## config.mk

```make
export PLATFORM = sky130hd
export DESIGN_NAME = temp_conv_sched_flat
export DESIGN_NICKNAME = d
export VERILOG_FILES = /design/src/rtl/temp_conv_pkg.sv /design/src/rtl/temp_conv_sched_if.sv /design/src/rtl/rr_arb2.sv /design/src/rtl/temp_conv_sched.sv /design/src/flat_wrapper.sv
export SDC_FILE = /design/constraint.sdc
export NUM_CORES = 1
export LEC_CHECK = 0
export BUFFER_PORTS_ARGS = -buffer_cell sky130_fd_sc_hd__buf_4
export CELL_PAD_IN_SITES_DETAIL_PLACEMENT = 1
export CELL_PAD_IN_SITES_GLOBAL_PLACEMENT = 1
export CORE_MARGIN = 10
export CORE_UTILIZATION = 30
export CTS_BUF_LIST = sky130_fd_sc_hd__clkbuf_4 sky130_fd_sc_hd__clkbuf_8
export DETAILED_ROUTE_END_ITERATION = 10
export PLACE_DENSITY_LB_ADDON = 0.1
export SYNTH_ARGS = -nofsm -noshare
export SYNTH_HDL_FRONTEND = slang
export SYNTH_SLANG_ARGS = --single-unit
export TNS_END_PERCENT = 50
```

## constraint.sdc

```tcl
create_clock -name clk -period 2.1 [get_ports clk]
set_input_delay 0.105 -clock clk [delete_from_list [all_inputs] [get_ports clk]]
set_output_delay 0.105 -clock clk [all_outputs]
set_load 0.03 [all_outputs]
```

## src/rtl/temp_conv_pkg.sv

```systemverilog
// Shared types and constants for the temperature-conversion scheduler.
// The state encoding, the mode codes and the timeout counter width live here.
package temp_conv_pkg;

    typedef enum logic [1:0] {
        IDLE  = 2'd0,
        ISSUE = 2'd1,
        WAIT  = 2'd2,
        DONE  = 2'd3
    } state_t;

    localparam logic [1:0] MODE_C   = 2'b00;
    localparam logic [1:0] MODE_F   = 2'b01;
    localparam logic [1:0] MODE_K   = 2'b10;
    localparam logic [1:0] MODE_INV = 2'b11;

    // Wide enough for any TIMEOUT in 1..31
    localparam int CNT_W = 5;

    function automatic logic mode_valid(input logic [1:0] mode);
        return mode != MODE_INV;
    endfunction

endpackage

```

## src/rtl/temp_conv_sched_if.sv

```systemverilog
// Launch/complete handshake between the scheduler and the shared conversion datapath.
// The scheduler holds the master side; the datapath holds the slave side.
interface temp_conv_sched_if #(
    parameter int TW = 4,
    parameter int RW = 4
);
    logic          cv_start;
    logic [TW-1:0] cv_temp;
    logic [1:0]    cv_mode;
    logic          cv_done;
    logic [RW-1:0] cv_result;

    modport master (
        output cv_start,
        output cv_temp,
        output cv_mode,
        input  cv_done,
        input  cv_result
    );

    modport slave (
        input  cv_start,
        input  cv_temp,
        input  cv_mode,
        output cv_done,
        output cv_result
    );
endinterface

```

## src/rtl/rr_arb2.sv

```systemverilog
// Two-requester round-robin arbiter with a one-hot, combinational grant.
// prio names the channel that wins a tie; it starts at 0, so channel 0 wins the first tie.
module rr_arb2 (
    input  logic       clk,
    input  logic       rst_n,
    input  logic [1:0] req,
    input  logic       advance,
    output logic [1:0] grant
);
    logic prio;

    always_comb begin
        grant = 2'b00;
        unique case (req)
            2'b01:   grant = 2'b01;
            2'b10:   grant = 2'b10;
            2'b11:   grant = prio ? 2'b10 : 2'b01;
            default: grant = 2'b00;
        endcase
    end

    // After a grant, the channel that lost (or did not ask) gets priority
    always_ff @(posedge clk or negedge rst_n) begin
        if (!rst_n) begin
            prio <= 1'b0;
        end else if (advance && (|req)) begin
            prio <= grant[0];
        end
    end
endmodule

```

## src/rtl/temp_conv_sched.sv

```systemverilog
// Scheduler for the shared temperature-conversion datapath: arbitrates two channels,
// launches one conversion at a time, waits with a timeout and returns a tagged result.
//
//  state | meaning
//  IDLE  | no operation; a pending request is granted and its operands latched
//  ISSUE | ack to the granted channel; cv_start if the mode is valid
//  WAIT  | waiting for cv_done; timeout counter running
//  DONE  | res_valid pulse with the captured result or error
module temp_conv_sched
    import temp_conv_pkg::*;
#(
    parameter int            TW       = 4,
    parameter int            RW       = 4,
    parameter int            TIMEOUT  = 15,
    parameter logic [TW-1:0] GT_LIMIT = TW'(12)
) (
    input  logic                 clk,
    input  logic                 clr,
    input  logic [1:0]           req,
    input  logic [TW-1:0]        temp0,
    input  logic [1:0]           mode0,
    input  logic [TW-1:0]        temp1,
    input  logic [1:0]           mode1,
    output logic [1:0]           ack,
    temp_conv_sched_if.master    cv,
    output logic                 res_valid,
    output logic [RW-1:0]        res_data,
    output logic                 res_chan,
    output logic                 res_err,
    output logic                 busy,
    output logic [1:0]           over_temp,
    input  logic [1:0]           ovt_clr
);
    localparam logic [CNT_W-1:0] CNT_LAST = CNT_W'(TIMEOUT - 1);

    state_t            state;
    state_t            state_nxt;
    logic [1:0]        grant;
    logic              grant_take;
    logic              chan;
    logic [TW-1:0]     op_temp;
    logic [1:0]        op_mode;
    logic [CNT_W-1:0]  cnt;
    logic              expired;
    logic [1:0]        ovt_set;

    rr_arb2 u_arb (
        .clk     (clk),
        .rst_n   (clr),
        .req     (req),
        .advance (state == IDLE),
        .grant   (grant)
    );

    assign grant_take = (state == IDLE) && (|grant);
    assign expired    = (cnt == CNT_LAST);

    always_ff @(posedge clk or negedge clr) begin
        if (!clr) begin
            state <= IDLE;
        end else begin
            state <= state_nxt;
        end
    end

    always_comb begin
        state_nxt = state;
        ack       = 2'b00;
        cv.cv_start = 1'b0;
        res_valid = 1'b0;
        busy      = 1'b1;
        unique case (state)
            IDLE: begin
                busy = 1'b0;
                if (|grant) begin
                    state_nxt = ISSUE;
                end
            end
            ISSUE: begin
                ack = chan ? 2'b10 : 2'b01;
                if (mode_valid(op_mode)) begin
                    cv.cv_start = 1'b1;
                    state_nxt   = WAIT;
                end else begin
                    state_nxt = DONE;
                end
            end
            WAIT: begin
                if (cv.cv_done || expired) begin
                    state_nxt = DONE;
                end
            end
            DONE: begin
                res_valid = 1'b1;
                state_nxt = IDLE;
            end
            default: state_nxt = IDLE;
        endcase
    end

    always_ff @(posedge clk or negedge clr) begin
        if (!clr) begin
            cnt <= '0;
        end else if (state == WAIT) begin
            cnt <= cnt + 1'b1;
        end else begin
            cnt <= '0;
        end
    end

    // Operands stay put from the grant until the next grant
    always_ff @(posedge clk or negedge clr) begin
        if (!clr) begin
            chan    <= 1'b0;
            op_temp <= '0;
            op_mode <= MODE_C;
        end else if (grant_take) begin
            chan    <= grant[1];
            op_temp <= grant[1] ? temp1 : temp0;
            op_mode <= grant[1] ? mode1 : mode0;
        end
    end

    assign cv.cv_temp = op_temp;
    assign cv.cv_mode = op_mode;

    // A completion that coincides with expiry still delivers its result
    always_ff @(posedge clk or negedge clr) begin
        if (!clr) begin
            res_data <= '0;
            res_err  <= 1'b0;
            res_chan <= 1'b0;
        end else if (state == ISSUE && !mode_valid(op_mode)) begin
            res_data <= '0;
            res_err  <= 1'b1;
            res_chan <= chan;
        end else if (state == WAIT) begin
            if (cv.cv_done) begin
                res_data <= cv.cv_result;
                res_err  <= 1'b0;
                res_chan <= chan;
            end else if (expired) begin
                res_data <= '0;
                res_err  <= 1'b1;
                res_chan <= chan;
            end
        end
    end

    assign ovt_set[0] = grant_take && grant[0] && (temp0 > GT_LIMIT);
    assign ovt_set[1] = grant_take && grant[1] && (temp1 > GT_LIMIT);

    always_ff @(posedge clk or negedge clr) begin
        if (!clr) begin
            over_temp <= 2'b00;
        end else begin
            over_temp <= ovt_set | (over_temp & ~ovt_clr);
        end
    end
endmodule

```

## src/flat_wrapper.sv

```systemverilog
// flat-port wrapper written by rule: the top's interface ports become plain ports
module temp_conv_sched_flat import temp_conv_pkg::*;
#(
    parameter int            TW       = 4,
    parameter int            RW       = 4,
    parameter int            TIMEOUT  = 15,
    parameter logic [TW-1:0] GT_LIMIT = TW'(12)
)
  (clk, clr, req, temp0, mode0, temp1, mode1, ack, res_valid, res_data, res_chan, res_err, busy, over_temp, ovt_clr, cv_cv_start, cv_cv_temp, cv_cv_mode, cv_cv_done, cv_cv_result);
  temp_conv_sched_if #(.TW(TW), .RW(RW)) cv_i ();
  input  logic clk;
  input  logic clr;
  input  logic [1:0] req;
  input  logic [TW-1:0] temp0;
  input  logic [1:0] mode0;
  input  logic [TW-1:0] temp1;
  input  logic [1:0] mode1;
  output logic [1:0] ack;
  output logic res_valid;
  output logic [RW-1:0] res_data;
  output logic res_chan;
  output logic res_err;
  output logic busy;
  output logic [1:0] over_temp;
  input  logic [1:0] ovt_clr;
  output wire logic [$bits(cv_i.cv_start)-1:0] cv_cv_start;
  output wire logic [$bits(cv_i.cv_temp)-1:0] cv_cv_temp;
  output wire logic [$bits(cv_i.cv_mode)-1:0] cv_cv_mode;
  input wire logic [$bits(cv_i.cv_done)-1:0] cv_cv_done;
  input wire logic [$bits(cv_i.cv_result)-1:0] cv_cv_result;
  assign cv_cv_start = cv_i.cv_start;
  assign cv_cv_temp = cv_i.cv_temp;
  assign cv_cv_mode = cv_i.cv_mode;
  assign cv_i.cv_done = cv_cv_done;
  assign cv_i.cv_result = cv_cv_result;
  temp_conv_sched #(.TW(TW), .RW(RW), .TIMEOUT(TIMEOUT), .GT_LIMIT(GT_LIMIT)) u_core (.clk(clk), .clr(clr), .req(req), .temp0(temp0), .mode0(mode0), .temp1(temp1), .mode1(mode1), .ack(ack), .cv(cv_i), .res_valid(res_valid), .res_data(res_data), .res_chan(res_chan), .res_err(res_err), .busy(busy), .over_temp(over_temp), .ovt_clr(ovt_clr));
endmodule
```

# [Word-level counts from Yosys, hierarchy flattened]
# Index checks and enable logic that the tools add are counted.
[classes] eq_ne=10 muxes=27 n_lt_le_gt_ge=2 add_sub_neg=1 reduce_logical=16 n_bitwise=3
[op_table] op="$mux 4" count=5
[op_table] op="$mux 1" count=13
[op_table] op="$mux 2" count=6
[op_table] op="$eq 2x2->1 const B" count=4
[op_table] op="$gt 4x4->1 const B" count=2
[op_table] op="$pmux 2 s4" count=1
[op_table] op="$logic_and 1x1->1" count=7
[op_table] op="$pmux 2 s3" count=1
[op_table] op="$add 5x1->5 const B" count=1
[op_table] op="$eq 5x4->1 const B" count=1
[op_table] op="$mux 5" count=1
[op_table] op="$eq 2x1->1 const B" count=2
[op_table] op="$ne 2x1->1 const B" count=2
[op_table] op="$reduce_and 2->1" count=2
[op_table] op="$reduce_or 2->1" count=2
[op_table] op="$reduce_bool 3->1" count=1
[op_table] op="$and 2x2->2" count=1
[op_table] op="$logic_not 2->1" count=1
[op_table] op="$ne 2x2->1 const B" count=1
[op_table] op="$not 2->2" count=1
[op_table] op="$or 2x2->2" count=1
[op_table] op="$reduce_bool 2->1" count=1
[op_table] op="$logic_not 1->1" count=1
[op_table] op="$logic_or 1x1->1" count=1
[totals] output_inout_bits=19 input_bits=23 register_bits=23

# [Depth between registers and ports, before layout]
[logic_depth] ltp_word=7 depth_mapped=6 ltp_nobuf=5

# [By module]
# A second synthesis with hierarchy kept.
[unflattened] cells_unflattened=117 hier_area_um2=1187.4
[modules_own_cells] module="temp_conv_sched" seq_area_each_um2=550.5 instances=1 area_each_um2=1132.3 cells_per_inst=111
[modules_own_cells] module="rr_arb2" seq_area_each_um2=25.0 instances=1 area_each_um2=55.1 cells_per_inst=6

# [Worst setup path before layout]
# OpenSTA, ideal clock, no wires.
[synth_timing] path_type="register to register" from="register u_core.state[0]" to="register u_core.state[1]" arrival_ns=1.396 t_required_ns=1.972 path_slack_ns=0.577 path_stages_with_launch=7 synth_period_minus_slack_ns=1.523 n_path_buf=1 cell_sequence="dfrtp_1 > inv_1 > ha_1 > buf_2 > nand2_1 > a31oi_2 > mux2_1"
[synth_between] elab_chain_cells=3 elab_cells_between_ends=8 cone_classes="eq/ne: 5; mux: 1; reduce/logical: 2"
[synth_rtl] item="from (decl)" line_no="temp_conv_sched.sv:36" source="state_t state;"
[synth_rtl] item="from (signal assigned)" line_no="temp_conv_sched.sv:62" source="state <= state_nxt;"
[synth_rtl] item="$eq 2x2->1 / $logic_not 2->1 (equally long branches)" line_no="temp_conv_sched.sv:72" source="unique case (state)"
[synth_rtl] item="$ne 2x1->1 (no source line)"
[synth_rtl] item="$reduce_and 2->1 (no source line)"
# Parallel ways exist; a longest one is shown, timed or not.
# A chain may end at the register's enable or synchronous reset.

# [Worst setup path in the final report]
# Ends and elaborated chain as after synthesis.

==> results_dict.tcl <==
set metrics [dict create \
    seq_area_sq_um 576 \
    slew_headroom_pct 78.8 \
    clock_path_buffers 2 \
    synthFlopType "dfrtp_1" \
    period_minus_slack_ps 1640 \
    met2_usage_pct 17.4 \
    min_from "ovt_clr[0]" \
    stdcell_count 219 \
    netlist.area_leader.share_pct 44.3 \
    path_clk_slew_ps 90 \
    async_flop_share_pct 100 \
    cts_tree "done" \
    ys_warn_count 0 \
    via_per_inst 5.26 \
    die_area_sq_um 7370 \
    grtUsageMet1_pct 12.3 \
    area_growth_pct 30.5 \
    crit_path_start_kind "flip-flop" \
    row_count 23 \
    synth-seq-area-share_pct 44.3 \
    yosysTopAreaCell "dfrtp_1" \
    reg2reg_slack_ps 460 \
    gr-max-usage-layer "met2" \
    finalSetupTns_ps 0 \
    final_nets 200 \
    wirelength_um 3830 \
    min_period_over_period_pct 78.3 \
    irDropWorstVdd_mv 0.742 \
    nFillCells 483 \
    endpoint_kind "flip-flop" \
    total_leakage_power_nw 0.804 \
    cts_sinks 23 \
    drv_slew 0 \
    drc_errors 0 \
    cts-root-buf "clkbuf_8" \
    whs_ps 14.4 \
    worstSkewPairLatency_ps 270 \
    hold_viol 0 \
    hp-class "input port to flip-flop" \
    track_usage_pct 10.4 \
    cts-resized-gates 0 \
    dr.first_iter.drc_count 34 \
    avgSynthCellArea_sq_um 10.2 \
    vias 1151 \
    maxCapViolCount 0 \
    status "finished clean" \
    synth_nets 157 \
    synth-seq-cells 23 \
    ant_nets 0 \
    multiInputGateArea_sq_um 653 \
    required_ps 2250 \
    grtUsageMet3_pct 3.97 \
    worstPathArrival_ps 1790 \
    die_y_um 85.8 \
    clock-skew-final_ps 2.76 \
    cts-htree-levels 1 \
    antenna_cells 0 \
    grt_overflow 0 \
    cts_made_buffers 3 \
    layout-drive-gt1-share_pct 33.7 \
    synth_common_cells "dfrtp_1 (23), o22ai_1 (8), ha_1 (7), inv_1 (7), nor3_1 (7)" \
    start_util_pct 31.8 \
    io_pins 42 \
    dpl.hpwl_um 2980 \
    cp_max_fo 14 \
    synth_area_sq_um 1300 \
    grt_pass1_vias 1244 \
    synth-edff-count 0 \
    fmax_ghz 0.608 \
    yosysUniqueCellTypes 35 \
    grt_pass1_wl_um 6300 \
    power.density_nw_per_um2 1410 \
    fin_util_pct 41.5 \
    synthesis.instances 127 \
    antenna_found_initial 0 \
    worstSetupPathType "flip-flop to flip-flop" \
    port_buffers 41 \
    power_mw 2.39 \
    netlist_top_cells_area "dfrtp_1 (44%), ha_1 (6.7%), o22ai_1 (3.8%)" \
    wl_per_cell_um 17.5 \
    fp.dieW_um 85.8 \
    gp_congestion 0.760 \
    r2r_start "u_core.state[0]$_DFFE_PN0P_" \
    tightest_slew_ps 318 \
    rsz0062_at_grt "no" \
    dr.pass1.iters 2 \
    finalSetupViolCount 0 \
    startpoint "u_core.state[0]$_DFFE_PN0P_" \
    core-area_sq_um 4090 \
    grt_max_degree 24 \
    yosysMostFrequentCell "dfrtp_1" \
    place_inst 214 \
]
-- layout make-up --
| class | instances | share of cell area, % |
|---|---|---|
| Timing Repair Buffer | 44 | 19.6 |
| Inverter | 7 | 1.55 |
| Clock buffer | 3 | 2.43 |
| Clock inverter | 1 | 0.295 |
| Multi-Input combinational cell | 91 | 38.5 |
| Tap cell | 50 | 3.69 |
| Sequential cell | 23 | 33.9 |
-- cell families (layout without fill, tap and decap cells) --
logic type | after synthesis | count (layout) | synth area share [%]
muxes | 1 | 1 | 0.866
xor gates and xnor gates | 3 | 3 | 2.02
and+or+nand+nor | 41 | 41 | 18.9
buffers and inverters | 13 | 55 | 5.49
DFF | 23 | 23 | 44.3
AOI/OAI and AO/OA | 39 | 39 | 21.8
adders and majority gates | 7 | 7 | 6.74
-- what timing repair did --
action,4_1_cts,5_1_grt
setup endpoints to repair,0,0
hold buffers,1,0
hold endpoints to repair,23,0
setup buffers,0,0
-- registers in the layout (all words and copies together), names as in the netlist --
| register | cells |
|---|---|
| u_core.res_data | 4 |
| u_core.res_err | 1 |
| u_core.res_chan | 1 |
| u_core.cv.cv_temp | 4 |
| u_core.chan | 1 |
| u_core.u_arb.prio | 1 |
| u_core.cnt | 5 |
| u_core.over_temp | 2 |
| u_core.cv.cv_mode | 2 |
| u_core.state | 2 |
-- metal layers --
| metal | wire length [um] | vias to the layer above |
|---|---|---|
| li1 | - | 559 |
| met1 | 1730 | 561 |
| met2 | 1850 | 29 |
| met3 | 228 | 2 |
| met4 | 19 | 0 |
| met5 | 0 | - |
-- metrics by stage --
stage                     instance area (sq um)  worst slack (ps)
final                                      1700               456
after global routing                       1700               313
after CTS                                  1700               446
after detailed placement                   1640               461
after global placement                     1640               548
after floorplan                            1300               577
-- cells in the final DEF, fill, tap and decap left out, drive strengths merged, types with 5 or more instances in the layout --
master / count
a21boi: 5
a31o: 5
and2: 5
buf: 43
dfrtp: 23
ha: 7
inv: 7
nand2: 6
nand3: 6
nor3: 7
o21ai: 6
o22ai: 8
-- worst max-delay path, cell delays in order, from the launching register on --
cell and delay (ps):
dfrtp_1 410, inv_1 100, ha_1 280, buf_4 210, a31oi_2 170, mux2_1 350
-- where the power goes --
group / switching [mW] / leakage [nW] / internal [mW] / total (mW)
registers: 0.155 / 0.289 / 0.614 / 0.769
logic: 0.777 / 0.490 / 0.559 / 1.34
clock network: 0.150 / 0.0255 / 0.133 / 0.283
total: 1.08 / 0.804 / 1.30 / 2.39
-- path summary, 6_finish.rpt --
path	cells after the start	endpoint
worst min-delay path	2	u_core.over_temp[0]$_DFF_PN0_
min in group asynchronous	2	u_core.res_data[3]$_DFFE_PN0P_
worst max-delay path	5	u_core.state[1]$_DFFE_PN0P_
max in group asynchronous	2	u_core.state[1]$_DFFE_PN0P_
worst min register to register	1	u_core.cnt[0]$_DFF_PN0_
worst max register to register	5	u_core.state[1]$_DFFE_PN0P_
(Power assumes the default switching activity.)
